### src/rtl/parking_status_tx.sv
// parking_status_tx: formats parking-controller status snapshots as ASCII lines
// and streams them over a valid/ready byte interface. Optional: PARKING_TX_CHECKSUM_EN.
module parking_status_tx #(
    parameter int unsigned GAP_CYCLES = 2,
    parameter int unsigned HEARTBEAT  = 0
) (
    input  logic       clk,
    input  logic       rst,
    input  logic [3:0] parking_slots,
    input  logic [2:0] capacity,
    input  logic [2:0] best_place,
    input  logic       door_open_light,
    input  logic       full_light,
    input  logic       report_req,
    output logic [7:0] tx_data,
    output logic       tx_valid,
    input  logic       tx_ready,
    output logic       busy,
    output logic [7:0] frames_sent
);

    typedef enum logic [1:0] {IDLE, LOAD, SEND, GAP} state_t;

`ifdef PARKING_TX_CHECKSUM_EN
    localparam logic [4:0] LAST_IDX = 5'd16;
`else
    localparam logic [4:0] LAST_IDX = 5'd13;
`endif

    // Snapshot layout: [11:8] slots, [7:5] capacity, [4:2] best_place, [1] door, [0] full
    function automatic logic [7:0] base_byte(input logic [11:0] s, input logic [4:0] i);
        logic [7:0] b;
        b = 8'h0A;
        case (i)
            5'd0:    b = s[11] ? 8'h31 : 8'h30;
            5'd1:    b = s[10] ? 8'h31 : 8'h30;
            5'd2:    b = s[9]  ? 8'h31 : 8'h30;
            5'd3:    b = s[8]  ? 8'h31 : 8'h30;
            5'd4:    b = 8'h20;
            5'd5:    b = 8'h5B;
            5'd6:    b = 8'h30 + {5'b0, s[7:5]};
            5'd7:    b = 8'h2C;
            5'd8:    b = 8'h30 + {5'b0, s[4:2]};
            5'd9:    b = 8'h5D;
            5'd10:   b = 8'h20;
            5'd11:   b = s[1] ? 8'h4F : 8'h2D;
            5'd12:   b = s[0] ? 8'h46 : 8'h2D;
            default: b = 8'h0A;
        endcase
        return b;
    endfunction

`ifdef PARKING_TX_CHECKSUM_EN
    function automatic logic [7:0] hex_digit(input logic [3:0] n);
        return (n < 4'd10) ? (8'h30 + {4'b0, n}) : (8'h37 + {4'b0, n});
    endfunction

    function automatic logic [7:0] frame_byte(input logic [11:0] s, input logic [4:0] i);
        logic [7:0] x;
        logic [7:0] b;
        x = '0;
        for (int unsigned j = 0; j < 13; j++) begin
            x = x ^ base_byte(s, 5'(j));
        end
        case (i)
            5'd13:   b = 8'h2A;
            5'd14:   b = hex_digit(x[7:4]);
            5'd15:   b = hex_digit(x[3:0]);
            5'd16:   b = 8'h0A;
            default: b = base_byte(s, i);
        endcase
        return b;
    endfunction
`else
    function automatic logic [7:0] frame_byte(input logic [11:0] s, input logic [4:0] i);
        return base_byte(s, i);
    endfunction
`endif

    state_t      state;
    logic [4:0]  idx;
    logic [11:0] sent_snap;
    logic        first;
    logic        pending;
    logic [31:0] gap_cnt;
    logic [31:0] hb_cnt;
    logic [11:0] snap;
    logic        change;
    logic        hb_expire;

    assign snap      = {parking_slots, capacity, best_place, door_open_light, full_light};
    // One register serves as both the in-flight frame and the last-sent snapshot:
    // both are written only in LOAD, so they always hold the same value.
    assign change    = (snap != sent_snap);
    assign hb_expire = (HEARTBEAT != 0) && (hb_cnt == 32'(HEARTBEAT - 1));

    always_ff @(posedge clk or posedge rst) begin
        if (rst) begin
            state       <= IDLE;
            idx         <= '0;
            sent_snap   <= '0;
            first       <= 1'b1;
            pending     <= 1'b0;
            gap_cnt     <= '0;
            hb_cnt      <= '0;
            tx_data     <= '0;
            tx_valid    <= 1'b0;
            busy        <= 1'b0;
            frames_sent <= '0;
        end else begin
            case (state)
                IDLE: begin
                    if (first || pending || change || report_req || hb_expire) begin
                        state <= LOAD;
                        busy  <= 1'b1;
                    end else if (HEARTBEAT != 0) begin
                        hb_cnt <= hb_cnt + 32'd1;
                    end
                end
                LOAD: begin
                    sent_snap <= snap;
                    first     <= 1'b0;
                    pending   <= 1'b0;
                    idx       <= '0;
                    hb_cnt    <= '0;
                    tx_data   <= frame_byte(snap, 5'd0);
                    tx_valid  <= 1'b1;
                    state     <= SEND;
                end
                SEND: begin
                    if (change || report_req) pending <= 1'b1;
                    if (tx_ready) begin
                        if (idx == LAST_IDX) begin
                            tx_valid    <= 1'b0;
                            frames_sent <= frames_sent + 8'd1;
                            gap_cnt     <= '0;
                            if (GAP_CYCLES == 0) begin
                                state <= IDLE;
                                busy  <= 1'b0;
                            end else begin
                                state <= GAP;
                            end
                        end else begin
                            idx     <= idx + 5'd1;
                            tx_data <= frame_byte(sent_snap, idx + 5'd1);
                        end
                    end
                end
                GAP: begin
                    if (change || report_req) pending <= 1'b1;
                    if (gap_cnt == 32'(GAP_CYCLES - 1)) begin
                        state <= IDLE;
                        busy  <= 1'b0;
                    end else begin
                        gap_cnt <= gap_cnt + 32'd1;
                    end
                end
                default: state <= IDLE;
            endcase
        end
    end

endmodule
### config.mk
export PLATFORM = sky130hd
export DESIGN_NAME = parking_status_tx
export DESIGN_NICKNAME = d
export VERILOG_FILES = /design/src/rtl/parking_status_tx.sv
export SDC_FILE = /design/constraint.sdc
export NUM_CORES = 1
export LEC_CHECK = 0
export ABC_AREA = 0
export CAP_MARGIN = 20
export CORE_MARGIN = 5
export CORE_UTILIZATION = 41
export CTS_CLUSTER_SIZE = 40
export DETAILED_ROUTE_END_ITERATION = 7
export PLACE_DENSITY = 0.59
export REMOVE_ABC_BUFFERS = 1
export SYNTH_ARGS = -nofsm -noshare
export SYNTH_HDL_FRONTEND = slang
export SYNTH_SLANG_ARGS = --single-unit
### constraint.sdc
create_clock -name clk -period 3.4 [get_ports clk]
set_input_delay 0.51 -clock clk [delete_from_list [all_inputs] [get_ports clk]]
set_output_delay 0.51 -clock clk [all_outputs]
set_load 0.02 [all_outputs]
* Word level (Yosys, flattened, before mapping)
Index checks and enable logic that the tools add are counted.
** Word-level totals
- Output and inout bits :: 18
- Flip-flop bits (word level) :: 71
- Bits of input ports :: 16
- Word-level logic and storage cells :: 90
** Cells by class
- Reduce and logical (&&, ||, !) cells :: 19
- Mux-type cells :: 31
- Equal/unequal tests :: 25
- Add/subtract/negate cells :: 5
** Operators with widths (count)
- 32-bit two-way mux :: 3
- 7-bit one-hot mux with 12 select lines :: 1
- 32-bit one-hot mux with 2 select lines :: 1
- 32-bit by 1-bit adder with 32-bit output, second input constant :: 1
- 32-bit by 1-bit equality test with 1-bit output, second input constant :: 1
- 5-bit by 4-bit equality test with 1-bit output, second input constant :: 6
- 5-bit by 3-bit equality test with 1-bit output, second input constant :: 4
- 8-bit two-way mux :: 2
- 8-bit one-hot mux with 2 select lines :: 1
- 6-bit by 3-bit adder with 7-bit output, first input constant :: 2
- 7-bit two-way mux :: 2
- 12-bit != test :: 1
- 2-bit != test, second input constant :: 6
- 3-bit AND reduction :: 4
- 5-bit by 2-bit equality test with 1-bit output, second input constant :: 2
- 1-bit two-way mux :: 10
- 5-bit two-way mux :: 2
- 5-bit one-hot mux with 2 select lines :: 1
- 8-bit by 1-bit adder with 8-bit output, second input constant :: 1
- 2-bit two-way mux :: 4
- 2-bit one-hot mux with 4 select lines :: 1
- 4-bit AND reduction :: 2
- 2-bit nonzero test :: 4
- 1-bit one-hot mux with 2 select lines :: 3
- 10 further kinds :: 15

* Depth between registers and ports, before layout
Gate-level depths: netlist (run 1).
- Depth after elaboration :: 7
- Depth in mapped cells :: 10
- Mapped depth without buffers :: 8

* Worst setup path after synthesis (run 1)
OpenSTA, ideal clock, no wires.
- Path type :: register to register
- From :: register idx[1]
- To :: register gap_cnt[15]
- Setup time :: 0.129 ns
- Data required time :: 3.271 ns
- Clock period less this slack :: 2.418 ns
- Path slack :: 0.982 ns
- Arrival :: 2.288 ns
- Buffers on the path :: 1
- Cell stages (with the launch flop) :: 10
- Path through :: dfrtp_1 -> clkbuf_1 -> inv_1 -> ha_1 -> nand4b_4 -> o21a_4 -> or4b_4 -> nor3_2 -> xnor2_1 -> nor2_2
** On the way
- Word-level cells in the longest chain between the ends :: 3
** RTL lines
- start, declared :: line 81 : logic [4:0] idx;
- start signal, assigned :: line 144 : idx <= idx + 5'd1;
- 5-bit by 4-bit equality test with 1-bit output :: line 133 : if (idx == LAST_IDX) begin
- 2-bit != test (no line)
- 4-bit AND reduction (no line)
- end signal, assigned :: line 155 : gap_cnt <= gap_cnt + 32'd1;
- end, declared :: line 85 : logic [31:0] gap_cnt;
No other way between the ends.
A chain may end at the register's enable or synchronous reset.

* Worst setup path after layout (run 1)
- From :: register idx[0]
- To :: register tx_data[0]
** On the way
- Word-level cells in the longest chain between the ends :: 7
- Elaborated cells between the ends (all ways) :: 22
- Those cells by class :: add/sub: 1; eq/ne: 14; mux: 4; reduce/logical: 3
** RTL lines
- 5-bit by 1-bit adder with 5-bit output :: line 145 : tx_data <= frame_byte(sent_snap, idx + 5'd1);
- 5-bit by 4-bit equality test with 1-bit output / 5-bit by 3-bit equality test with 1-bit output (equally long branches) :: line 34 : case (i)
- 2-bit OR reduction (no line)
- 7-bit one-hot mux with 12 select lines :: line 34
- 8-bit two-way mux :: line 133
- 8-bit two-way mux :: line 132 : if (tx_ready) begin
- 8-bit one-hot mux with 2 select lines :: line 111 : case (state)
- end signal, assigned :: line 126 : tx_data <= frame_byte(snap, 5'd0);
- end signal, assigned :: line 145
- end, declared :: line 15 : output logic [7:0] tx_data,
Parallel ways exist; a longest one is shown, timed or not. The select of a mux whose other input is x is not followed.

==> results of run 1 <==
[per-stage QoR]
step | cells | utilization
3_3_place_gp | 596 | 0.469
6_report | 612 | 0.492
3_5_place_dp | 596 | 0.469
5_1_grt | 612 | 0.492
2_1_floorplan | 425 | -
4_1_cts | 612 | 0.492
[flip-flops by register name, summed over array words and instances (netlist names)]
name / count
first: 1
frames_sent: 8
tx_data: 7
state: 2
idx: 5
sent_snap: 12
tx_valid: 1
busy: 1
gap_cnt: 32
pending: 1
[cells in the final DEF (no fill, tap or decap), types with 5 or more instances in the layout]
master / instances
nand3_1: 23
o21ai_0: 18
nor4_1: 11
nor3_2: 5
ha_1: 12
xor2_1: 36
inv_1: 14
clkbuf_8: 9
nor2_1: 52
and4_1: 7
a22oi_1: 6
nand4_1: 11
a21oi_1: 15
nand2_1: 32
dfrtp_1: 69
nor2b_1: 8
nor3_1: 6
nand2b_1: 7
xnor2_1: 13
mux2_2: 13
clkdlybuf4s50_1: 32
buf_4: 5
and3_1: 7
[power breakdown]
group | internal [mW] | total, mW | leakage (nW) | switching (mW)
combinational | 0.504 | 1.15 | 1.07 | 0.642
clock | 0.418 | 0.767 | 0.107 | 0.348
sequential | 0.995 | 1.20 | 0.906 | 0.201
[cell usage after synthesis, drive strengths merged (4+ instances only)]
cell type,instances
clkbuf,16
ha,12
and3,7
buf,6
nor4,12
nand4,11
nand2b,7
a21o,4
a22oi,6
o21ai,18
xor2,36
a21oi,15
nand3,23
nand2,32
nor2b,8
inv,15
nor2,54
dfrtp,69
nor3,11
and4,7
mux2,13
and2,4
nand3b,4
xnor2,13
[final cells by class]
type,instances,share of cell area
sequential,70,0.361
clock buffer,10,0.0263
inverter,15,0.0116
clock inverter,6,0.0193
multi-input combinational,340,0.469
tap,133,0.0343
timing repair buffer,38,0.0779
[kinds of logic after synthesis]
family | share of synthesized area
adder cells (fa/ha/maj) | 0.0360
AND/OR/NAND/NOR | 0.245
AO/OA/AOI/OAI | 0.118
XOR/XNOR | 0.103
multiplexers | 0.0423
buffers and inverters | 0.0360
other | 0.000898
flip-flops | 0.420
[how the worst min path moves through the flow]
stage,depth (start not counted),start,to,slack [ns]
final,1,frames_sent[7],frames_sent[7],0.48
after global routing,1,first,first,0.49
after CTS,1,frames_sent[7],frames_sent[7],0.48
after detailed placement,1,frames_sent[7],frames_sent[7],0.47
after global placement,1,frames_sent[7],frames_sent[7],0.46
after floorplan,1,first,first,0.47
[per-layer routing]
| layer | vias up | GRT usage |
|---|---|---|
| met5 | - | 0 |
| met2 | 77 | 0.239 |
| met3 | 11 | 0.0355 |
| met4 | 0 | 0.0419 |
| li1 | 1628 | - |
| met1 | 1615 | 0.247 |
==> results.cfg, run 1 <==
[sta]
max_freq_mhz = 364
fin_ws_ns = 0.656
relSlewSlack = 0.370
setup_viol = 0
rsz0062_at_grt = no
period_minus_slack_ns = 2.74
skew_ns = 0.0109
post-route-period-util = 0.807
slew_violations = 0
holdWs_ns = 0.481
setup_tns_ns = 0
hold_violations = 0
tightestPinTransition_ns = 0.942

[worst_setup_path]
cp-end-kind = flip-flop
worstPathRequired_ns = 3.67
r2r_slack_ns = 0.66
crit_start = idx[0]
crit_buf_inv = 0
crit_cells = 6
crit_slowest_cell = ha_1
path_max_fanout = 26
start_kind = flip-flop
r2r-start = idx[0]
slowest_delay_ns = 0.79
crit_chain = ha_1, nand2_1, o32ai_1, nand2b_1, a21boi_0, a31oi_1
crit_family = compound AO/OA/AOI/OAI gates
cp_data_arrival_time_ns = 3.01
worst-setup-path-type = reg -> reg
rr_endpoint = tx_data[0]
endpoint = tx_data[0]
rr_worst_depth = 6

[synth]
synth_warnings = 0
synth.cell_area_um2 = 4180
synth_top_area_frac = 0.414
synth-seq-area-share = 0.420
ys_seq_elements = 70
yosysTopAreaCell = dfrtp_1
synthCells = 447
synth_edf_count = 0
ys_types = 60
syn_area_per_cell_um2 = 9.34
ys.flop_type = dfrtp_1
synth_async_sr_flop_share = 1.00
yosys-top-cells-area = dfrtp_1, xor2_1, nor2_1

[routing]
routed_wl_um = 9870
post_drt_wl_per_cell_um = 16.1
drtIter0Drc = 221
vias = 3331
firstDrtPassIters = 5
ant_nets = 0
wl_met1_um = 4990
dr.max_layer_used = met4
drc = 0
route.met2.wl_um = 4260
vias_per_cell = 5.44
wl_met3_um = 509

[die]
die_h_um = 111
initial_utilization = 0.423
pin_count = 34
core_um2 = 9860
dieArea_um2 = 12300
die_width_um = 111
row_count = 36

[cts]
cts_made_buffers = 9
clkTransAtPathRegs_ns = 0.08
cts_max_level = 3
post_cts_buffers = 0
cts_hold_buf = 0
clock_latency_ns = 0.36
root_buffer = clkbuf_8
clockBufferDepth = 2
cts_tree = done
cts_sinks = 70
cts_resized = 0

[final_layout]
ff_latch_area_um2 = 1750
fill_cells = 903
final_area_um2 = 4850
area_growth_syn_to_layout_pct = 16.2
nNetsFinal = 502
multi_input_area_um2 = 2280
antenna_cells = 0
final_layout_size_suffix_gt1_frac = 0.111

[placement]
dp_hpwl_um = 6840
dpl_cell_area_um2 = 4630
dp_slack_ns = 0.742
gp_congestion = 0.861
io_buffers = 32

[run_status]
run_status = completed

[global_routing]
grt_max_degree = 40
grt_use_total = 0.164
grt_pass1_vias = 3123
grt_pass1_wl_um = 16400
antenna_found_initial = 0
grt_remaining_overflow = 0

[hold_path]
hp-class = reg -> reg

[power]
leakage_nw = 2.09
p_total_mw = 3.11
ir_drop_mv = 0.265
power_density_nw_per_um2 = 641

[run]
maxCapViolCount = 0
(Power assumes the default switching activity.)
==> run 2: changes to the inputs <==
Clock period 3.4 ns to 2.8 ns, I/O delays scaled along.
==> run 2 against run 1 <==
Critical path type unchanged. Clock skew is 0.0011 ns higher. Highest routed layer unchanged. Cell count increased by 1.8%. Fmax increased by 6.8%. Hold slack got worse by 0.020 ns. Sequential power is 22% higher.
==> results.cfg, run 2 (synthesis gave the netlist of run 1 again) <==
[die]
dieArea_um2 = 12300
pin_count = 34
core_um2 = 9860
die_h_um = 111
initial_utilization = 0.423
row_count = 36
die_width_um = 111

[sta]
period_minus_slack_ns = 2.57
setup_viol = 0
holdWs_ns = 0.461
post-route-period-util = 0.918
skew_ns = 0.0120
tightestPinTransition_ns = 0.565
rsz0062_at_grt = no
relSlewSlack = 0.623
setup_tns_ns = 0
hold_violations = 0
max_freq_mhz = 389
slew_violations = 0
fin_ws_ns = 0.229

[final_layout]
antenna_cells = 0
final-instance-count-excl-fill = 623
final_layout_size_suffix_gt1_frac = 0.135
area_growth_syn_to_layout_pct = 17.3
final_area_um2 = 4900
final_cell_mix = dfrtp_1, nor2_1, xor2_1
nNetsFinal = 513
fill_cells = 896
final_common_cell = dfrtp_1
fin_util = 0.497
largest_reg_flops = 32
largestRegisters = gap_cnt (32), sent_snap (12), frames_sent (8)
largest_register = gap_cnt

[global_routing]
grt_use_total = 0.161
antenna_found_initial = 0
grt_pass1_wl_um = 16300
grt_max_degree = 71
grt_remaining_overflow = 0
grt_pass1_vias = 3270

[routing]
firstDrtPassIters = 4
vias = 3354
post_drt_wl_per_cell_um = 15.5
routed_wl_um = 9650
drtIter0Drc = 183
vias_per_cell = 5.38
ant_nets = 0
drc = 0

[worst_setup_path]
start_kind = flip-flop
rr_worst_depth = 7
crit_start = idx[0]
rr_endpoint = gap_cnt[15]
endpoint = gap_cnt[15]
crit_buf_inv = 0
worst-setup-path-type = reg -> reg
slowest_delay_ns = 0.59
cp-end-kind = flip-flop
crit_cells = 7
crit_chain = ha_1, nand4b_4, o21a_4, or4b_4, nor3_2, xnor2_1, nor2_2
worstPathRequired_ns = 3.03
cp_data_arrival_time_ns = 2.80
crit_family = simple AND/OR/NAND/NOR gates
crit_slowest_cell = dfrtp_1
r2r_slack_ns = 0.23
r2r-start = idx[0]
path_max_fanout = 14

[cts]
post_cts_buffers = 0
clkTransAtPathRegs_ns = 0.08
cts_hold_buf = 0
cts_tree = done
cts_max_level = 3
clockBufferDepth = 2
cts_made_buffers = 9
cts_sinks = 70
root_buffer = clkbuf_8
clock_latency_ns = 0.34
cts_resized = 0

[placement]
dpl_cell_area_um2 = 4710
dp_hpwl_um = 6870
dp_slack_ns = 0.224
gp_congestion = 0.935
dp_cells = 607
io_buffers = 32

[run_status]
run_status = completed

[run]
maxCapViolCount = 0

[hold_path]
hp-class = in -> async

[power]
p_total_mw = 3.65
power_density_nw_per_um2 = 745
ir_drop_mv = 0.332
leakage_nw = 2.12
[run 2: layer usage]
metal  share of wire  wire [µm]  track usage  up-vias
met5               0          0            0        -
met3           0.049        473       0.0426       10
met4           0.015        140       0.0509        0
met1            0.48       4660        0.227     1617
met2            0.45       4380        0.240       76
li1                -          -            -     1651
[run 2: worst register-to-register path: stages (launching register included)]
cell and delay, ns:
dfrtp_1 0.59, ha_1 0.43, nand4b_4 0.18, o21a_4 0.27
or4b_4 0.57, nor3_2 0.21, xnor2_1 0.16, nor2_2 0.05
[run 2: where the power goes]
part           switching [mW]  total (mW)  internal, mW
Combinational           0.773        1.42         0.651
Clock                   0.416       0.765         0.349
Sequential              0.251        1.46          1.21
Total                    1.44        3.65          2.21
[run 2: area by class of cell]
| type | instances | area [µm²] | area share |
|---|---|---|---|
| repair buffers | 49 | 460 | 0.0940 |
| multi-input cells | 340 | 2280 | 0.465 |
| inverters | 15 | 56.3 | 0.0115 |
| clock inverters | 6 | 45.0 | 0.00920 |
| flip-flops and latches | 70 | 1750 | 0.358 |
| well taps | 133 | 166 | 0.0340 |
| clock buffers | 10 | 138 | 0.0281 |
[run 2: how the worst min path moves through the flow]
stage          slack [ns]           start        endpoint  depth (start not counted)
2_1_floorplan        0.47           first           first                          1
6_report             0.46             rst      tx_data[5]                          3
4_1_cts              0.48  frames_sent[7]  frames_sent[7]                          1
5_1_grt              0.49             rst      tx_data[5]                          3
3_5_place_dp         0.47      tx_data[2]      tx_data[2]                          2
3_3_place_gp         0.46      tx_data[6]      tx_data[6]                          1
==> patch, RTL diff (settings of run 2) <==
Build with the macro `PARKING_TX_CHECKSUM_EN` defined.
--- a/src/rtl/parking_status_tx.sv
+++ b/src/rtl/parking_status_tx.sv
@@ -1,5 +1,7 @@
 // parking_status_tx: formats parking-controller status snapshots as ASCII lines
 // and streams them over a valid/ready byte interface. Optional: PARKING_TX_CHECKSUM_EN.
+`define PARKING_TX_CHECKSUM_EN
+
 module parking_status_tx #(
     parameter int unsigned GAP_CYCLES = 2,
     parameter int unsigned HEARTBEAT  = 0
Behaviour: same outputs for any inputs over 4 cycles, from zero or initial values and one cycle with rst high; that may be too few to reach the edited logic, so the function may still have changed.
==> patch against run 2 <==
  * Final area increased by 12%
  * Total power grew 43%
  * Via count up 14%
  * Cell count rose by 11%
  * Wire length grew 19%
  * Worst setup slack improved by 180 ps
  * Area after synthesis is 12% higher
  * Sequential cell count stayed put
  * Highest routed layer unchanged
==> patch: results <==
{
  "ys_top_cells_by_area": "dfrtp_1 (37%), xor2_1 (6.4%), xnor2_1 (4.7%)",
  "grt_first_pass_wirelength_um": 19000,
  "crit_slowest_cell": "or3_1",
  "rr_worst_depth": 8,
  "routabilityCongestion": 0.895,
  "post-dp-hpwl_um": 8630,
  "buffers_excl_clock": 53,
  "crit-reg2reg-capture": "gap_cnt[18]",
  "power.leakage_nw": 2.29,
  "cts.reportedPaths.clkPinSlew_ps": 60,
  "clock-root-buffer": "clkbuf_16",
  "clock_tree.htree_level_count": 3,
  "dpl_worst_slack_ps": 391,
  "power.switching_fraction_pct": 41.6,
  "drive_gt1_share_pct": 13.2,
  "worst_hold_slack_ps": 433,
  "grt_start_max_net_pins": 46,
  "synth_top_cells_by_count": "dfrtp_1 (69), nor2_1 (48), nand2_1 (37)",
  "groute.usage.overall_pct": 17.8,
  "multi_input_area_um2": 2710,
  "layout.nets": 571,
  "multi_input_area_share_pct": 49.4,
  "fin_worst_skew_ps": 5.75,
  "worst-slew-pin-transition_ps": 574,
  "numPlacedInstances": 674,
  "post-route-min-period_ps": 2390,
  "detailed_place.area_um2": 5190,
  "first_global_vias": 3734,
  "synth_seq_area_share_pct": 37.4,
  "sequentialPower_mw": 1.57,
  "timing.critical_path.arrival_ps": 2650,
  "mean_post_synth_cell_area_um2": 9.27,
  "run_status": "finished clean",
  "final.fill_count": 1110,
  "critical-path-max-stage-delay_ps": 460,
  "drt_iter0_markers": 228,
  "finalNonFillerCells": 690,
  "ff2ff_setup_slack_ps": 410,
  "crit_path_max_fanout": 11,
  "route.final.wire_length_um": 11500,
  "net-switching-power_mw": 2.17,
  "layout.area.seq_um2": 1750,
  "num-multi-input-gates": 390,
  "nNonClkInverters": 18,
  "clkCellAreaFrac_pct": 5.18,
  "data_buffer_area_share_pct": 8.95,
  "irDropWorstVdd_uv": 654,
  "portBuffers": 32,
  "via_count": 3831,
  "number_of_distinct_library_cells_after_synthesis": 79
}
[patch: cell types whose count changed after synthesis, moves of 6 or more]
cell	change
a21oi_1	+14
xnor2_1	+12
or3_1	+9
nor3_1	+8
clkbuf_1	-6
nor2b_1	-6
o21ai_0	+6
[patch: cells by family (layout without fill, tap and decap cells)]
| family | Yosys count | in the layout | share of synthesized area [%] |
|---|---|---|---|
| other | 1 | 1 | 0.0801 |
| AND/OR/NAND/NOR | 191 | 191 | 23.2 |
| multiplexers | 15 | 15 | 3.56 |
| adder cells (fa/ha/maj) | 13 | 13 | 3.48 |
| AO/OA/AOI/OAI | 110 | 110 | 16.0 |
| XOR/XNOR | 60 | 60 | 11.4 |
| flip-flops | 70 | 70 | 37.5 |
| buffers and inverters | 45 | 87 | 4.87 |
[patch: routing by layer]
layer | vias to the layer above | wire, um | track usage [%]
met5 | - | 0 | 0
met3 | 23 | 325 | 3.39
met2 | 68 | 5750 | 29.8
met1 | 1845 | 5180 | 22.7
met4 | 0 | 255 | 6.80
li1 | 1895 | - | -
